### config.mk
export PLATFORM = sky130hd
export DESIGN_NAME = dmem_mmio
export DESIGN_NICKNAME = d
export VERILOG_FILES = /design/src/rtl/dmem_mmio.sv
export SDC_FILE = /design/constraint.sdc
export NUM_CORES = 2
export LEC_CHECK = 0
export ABC_AREA = 0
export BUFFER_PORTS_ARGS = -buffer_cell sky130_fd_sc_hd__buf_2
export CAP_MARGIN = 10
export CORE_MARGIN = 2
export CORE_UTILIZATION = 25
export CTS_CLUSTER_DIAMETER = 120
export CTS_CLUSTER_SIZE = 10
export DETAILED_ROUTE_END_ITERATION = 10
export GPL_TIMING_DRIVEN = 0
export PLACE_DENSITY = 0.37
export SETUP_SLACK_MARGIN = 0.15
export SLEW_MARGIN = 10
export SYNTH_ARGS = -nofsm -noshare
export SYNTH_HDL_FRONTEND = slang
export SYNTH_MEMORY_MAX_BITS = 65536
export SYNTH_SLANG_ARGS = --single-unit
### constraint.sdc
create_clock -name clk -period 3.7 [get_ports clk]
set_input_delay 0.555 -clock clk [delete_from_list [all_inputs] [get_ports clk]]
set_output_delay 0.555 -clock clk [all_outputs]
set_load 0.02 [all_outputs]
### src/rtl/dmem_mmio.sv
// Data memory with memory-mapped UART-style TX FIFO, status and cycle counter.
// RAM at 0x000-0x1FF, TXDATA 0x200, STATUS 0x204, CYCLES 0x208.
module dmem_mmio #(
   parameter int n     = 10,
   parameter int m     = 32,
   parameter int DEPTH = 4
) (
   input  logic         clk,
   input  logic         rst,
   input  logic [n-1:0] addr,
   input  logic [m-1:0] write_data,
   input  logic         memwr,
   output logic [m-1:0] read_data,
   output logic [7:0]   tx_data,
   output logic         tx_valid,
   input  logic         tx_ready
);

   localparam int AW = $clog2(DEPTH);

   logic [n-1:0]  wa;
   logic          is_ram;
   logic          is_tx;
   logic          is_st;
   logic          is_cyc;

   logic [m-1:0]  ram [128];

   logic [7:0]    fifo [DEPTH];
   logic [AW-1:0] wp;
   logic [AW-1:0] rp;
   logic [AW:0]   count;
   logic          ovf;
   logic          full;
   logic          empty;
   logic          push;
   logic          push_ok;
   logic          pop;

   logic [31:0]   cycles;
   logic [2:0]    cnt3;
   logic [m-1:0]  status;

   // Word address: the byte offset is shifted out.
   assign wa     = addr >> 2;
   assign is_ram = wa < n'(128);
   assign is_tx  = wa == n'(128);
   assign is_st  = wa == n'(129);
   assign is_cyc = wa == n'(130);

   assign full     = count == (AW+1)'(DEPTH);
   assign empty    = count == '0;
   assign tx_valid = !empty;
   assign tx_data  = fifo[rp];

   assign pop     = tx_valid && tx_ready;
   assign push    = memwr && is_tx;
   // A full FIFO still takes a byte when the head leaves in the same cycle.
   assign push_ok = push && (!full || pop);

   always_ff @(posedge clk) begin
      if (memwr && is_ram) begin
         ram[wa[6:0]] <= write_data;
      end
   end

   always_ff @(posedge clk) begin
      if (!rst) begin
         wp    <= '0;
         rp    <= '0;
         count <= '0;
         ovf   <= 1'b0;
      end else begin
         if (push_ok) begin
            fifo[wp] <= write_data[7:0];
            wp       <= wp + 1'b1;
         end
         if (pop) begin
            rp <= rp + 1'b1;
         end
         if (push_ok && !pop) begin
            count <= count + 1'b1;
         end else if (pop && !push_ok) begin
            count <= count - 1'b1;
         end
         if (push && full && !pop) begin
            ovf <= 1'b1;
         end else if (memwr && is_st && write_data[2]) begin
            ovf <= 1'b0;
         end
      end
   end

   always_ff @(posedge clk) begin
      if (!rst) begin
         cycles <= '0;
      end else if (memwr && is_cyc) begin
         cycles <= 32'(write_data);
      end else begin
         cycles <= cycles + 32'd1;
      end
   end

   assign cnt3   = 3'(count);
   assign status = m'({cnt3, ovf, full, empty});

   always_comb begin
      read_data = '0;
      unique case (1'b1)
         is_ram:  read_data = ram[wa[6:0]];
         is_st:   read_data = status;
         is_cyc:  read_data = m'(cycles);
         default: read_data = '0;
      endcase
   end

endmodule

==> results.cfg <==
[die]
core_area_um2 = 640000
io_pins = 87
num_rows = 294
initial_core_util = 0.251
die_w_um = 805
dieArea_um2 = 648000
die_h_um = 805

[setup_path]
critical_path_class = input pin to output pin
worst_ep_required_time_ns = 3.14
crit_start = addr[4]
worstSetupEndpoint = read_data[29]
crit_path_max_fanout = 10
r2r_end = cnt3[2]
start_kind = input pin
critPathCaptureType = output pin
reg2regPathDepth = 8
reg2reg_setup_slack_ns = 1.18
arrival_ns = 3.62
r2r_start = cnt3[0]

[routing]
drt_first_pass_iters = 5
vias = 87900
detail_route.wl_per_cell_um = 33.0
drtIter0Drc = 9878
drc = 0
routed_wl_um = 602000
viasPerCell = 4.82
ant_nets = 0

[synth]
yosys_warnings = 0
yosysUniqueCellTypes = 43
synthTopCellsByArea = edfxtp_1 77%, mux2i_1 13%, o22ai_1 4.0%, o21ai_0 1.7%, buf_2 0.77%
yosysTopAreaCell = edfxtp_1
syn-cell-area_um2 = 160000
yosysMostFrequentCell = edfxtp_1
syn_inst = 8914
synthArstFlopShare = 0
synth_edf_count = 4128
ys.flop_type = edfxtp_1
synth-seq-cells = 4170
synth_common_cells = 4128 x edfxtp_1, 2051 x mux2i_1, 1024 x o22ai_1
yosys.area.top_type_share = 0.773
ys_seq_area_frac = 0.778
synthesis.nets = 8967
avgSynthCellArea_um2 = 18.0

[clock_network]
clock_latency_ns = 1.06
numCtsBuffers = 455
htree_levels = 5
clock-sinks = 4170
clk_pin_slew_ns = 0.05
cts_tree = built
cts.root.buffer_cell = clkbuf_16
clockBufferDepth = 4

[power_and_ir_drop]
leakagePower_nw = 63.9
peakVddDrop_uv = 497
powerDensity_nw_per_um2 = 504

[finish]
final_layout_size_suffix_gt1_frac = 0.206
final_area_um2 = 197000
multi_input_comb_area_um2 = 39000
regArea_um2 = 125000
n_fill_cell = 62000
area_growth_pct = 22.8
fin_nets = 9773

[placement]
place.gp.congestion = 0.901
place_ws_ns = -3.94
io_buffers = 82
dp_hpwl_um = 416000
postPlaceCellArea_um2 = 178000

[global_routing]
grt_use_total = 0.179
gr-total-overflow = 0
grt_pass1_vias = 87100
grt_pass1_wl_um = 792000
grt_max_degree = 97
antenna_found_initial = 58

[flow_run]
maxCapViolCount = 0

[min_path]
hp-class = input pin to flop

[timing]
period_share = 1.13
holdWs_ns = 0.157
relSlewSlack = 0.120
rsz0062_at_grt = yes
setup_viol_count_final = 822
fin_ws_ns = -0.473
fin_skew_ns = 0.0476
max_freq_mhz = 240
tightest_slew_ns = 1.31
hold_viol = 0
slew_violations = 0
fin_crit_ns = 4.17

[status]
failed_checks = negative setup slack
status = complete, but fails checks
## registers in the layout (all words and copies together) (netlist names), named ones only
register	cells
cnt3	3
cycles	32
fifo	32
ovf	1
ram	4096
rp	2
wp	2
## placed cells by master (no fill, tap or decap), drive strengths merged, types with 3 or more instances in the layout
cell            n
clkbuf        766
and2            3
diode          22
nand2b          4
nand2          62
a22oi           4
nor3            7
mux4            8
xnor2          16
mux2i        2051
o21ai         544
a41oi         128
dlygate4sd3    33
or2             3
nand4          11
xor2           19
ha              6
and3            5
nor2b           8
o22ai        1024
inv            19
a21oi           3
dfxtp          42
buf           589
nand3          16
nor2          180
clkinv         14
edfxtp       4128
nor4           36
a211oi         30
## report_power, final
part	internal (mW)	switching (mW)
combinational	2.05	5.07
clock	21.9	18.1
sequential	52.1	0.0490
total	76.0	23.3
## per-layer routing
| metal | GRT usage | wire, um | share of wire |
|---|---|---|---|
| met5 | 0 | 119 | 0.00020 |
| met4 | 0.0584 | 21800 | 0.036 |
| met3 | 0.0256 | 36400 | 0.060 |
| met2 | 0.285 | 276000 | 0.46 |
| met1 | 0.250 | 268000 | 0.44 |
## how the worst min path moves through the flow
stage | from | end | slack [ns] | cells past startpoint
detailed placement | rp[1] | flop | 0.51 | 2
CTS | write_data[14] | ram[66][14] | 0.08 | 2
floorplan | ovf | ovf | 0.46 | 2
global placement | ovf | ovf | 0.51 | 2
finish | write_data[15] | ram[67][15] | 0.16 | 2
global route | write_data[14] | ram[69][14] | 0.12 | 2
## cells by family after synthesis
kind of cell	Yosys count	synth area share
DFF	4170	0.778
muxes	2059	0.129
AOI/OAI and AO/OA	1737	0.0658
buffers and inverters	566	0.0152
and+or+nand+nor	340	0.00961
xor gates and xnor gates	35	0.00191
adders and majority gates	7	0.000593
## final cells by class
class	instances	share of cell area
Sequential cell	4170	0.633
Multi-Input combinational cell	4178	0.198
Clock buffer	484	0.0584
Tap cell	8436	0.0536
Timing Repair Buffer	349	0.0302
Buffer	556	0.0231
Clock inverter	25	0.00285
Antenna cell	22	0.000279
Inverter	10	0.000191
## stage by stage
step                      total power, mW  instances  TNS [ns]   util
after global placement               59.1      17400         -  0.268
after floorplan                      55.5       8914    -33.90      -
final                                99.3      18200   -112.01  0.308
after global routing                  102      18200    -42.46  0.308
after detailed placement             59.3      17700  -9020.01  0.278
after CTS                             100      18200   -749.37  0.304
## worst max-delay path, cell delays in order
cell and delay [ns]:
clkbuf_4 0.18, nand2b_1 0.17, buf_12 0.21, buf_8 0.19, buf_16 0.18, buf_8 0.19, o22ai_1 0.16, o21ai_4 0.38
a41oi_4 0.27, nor4_4 0.70, o21ai_2 0.13, buf_2 0.19
## repair_timing
item	in CTS	in global routing
buffers inserted	0	10
hold buffers	33	0
gates cloned	0	5
gates resized for setup	1315	879
pin swaps	38	125
setup endpoints to repair	4124	2747
hold endpoints to repair	552	0
(Power assumes the default switching activity.)
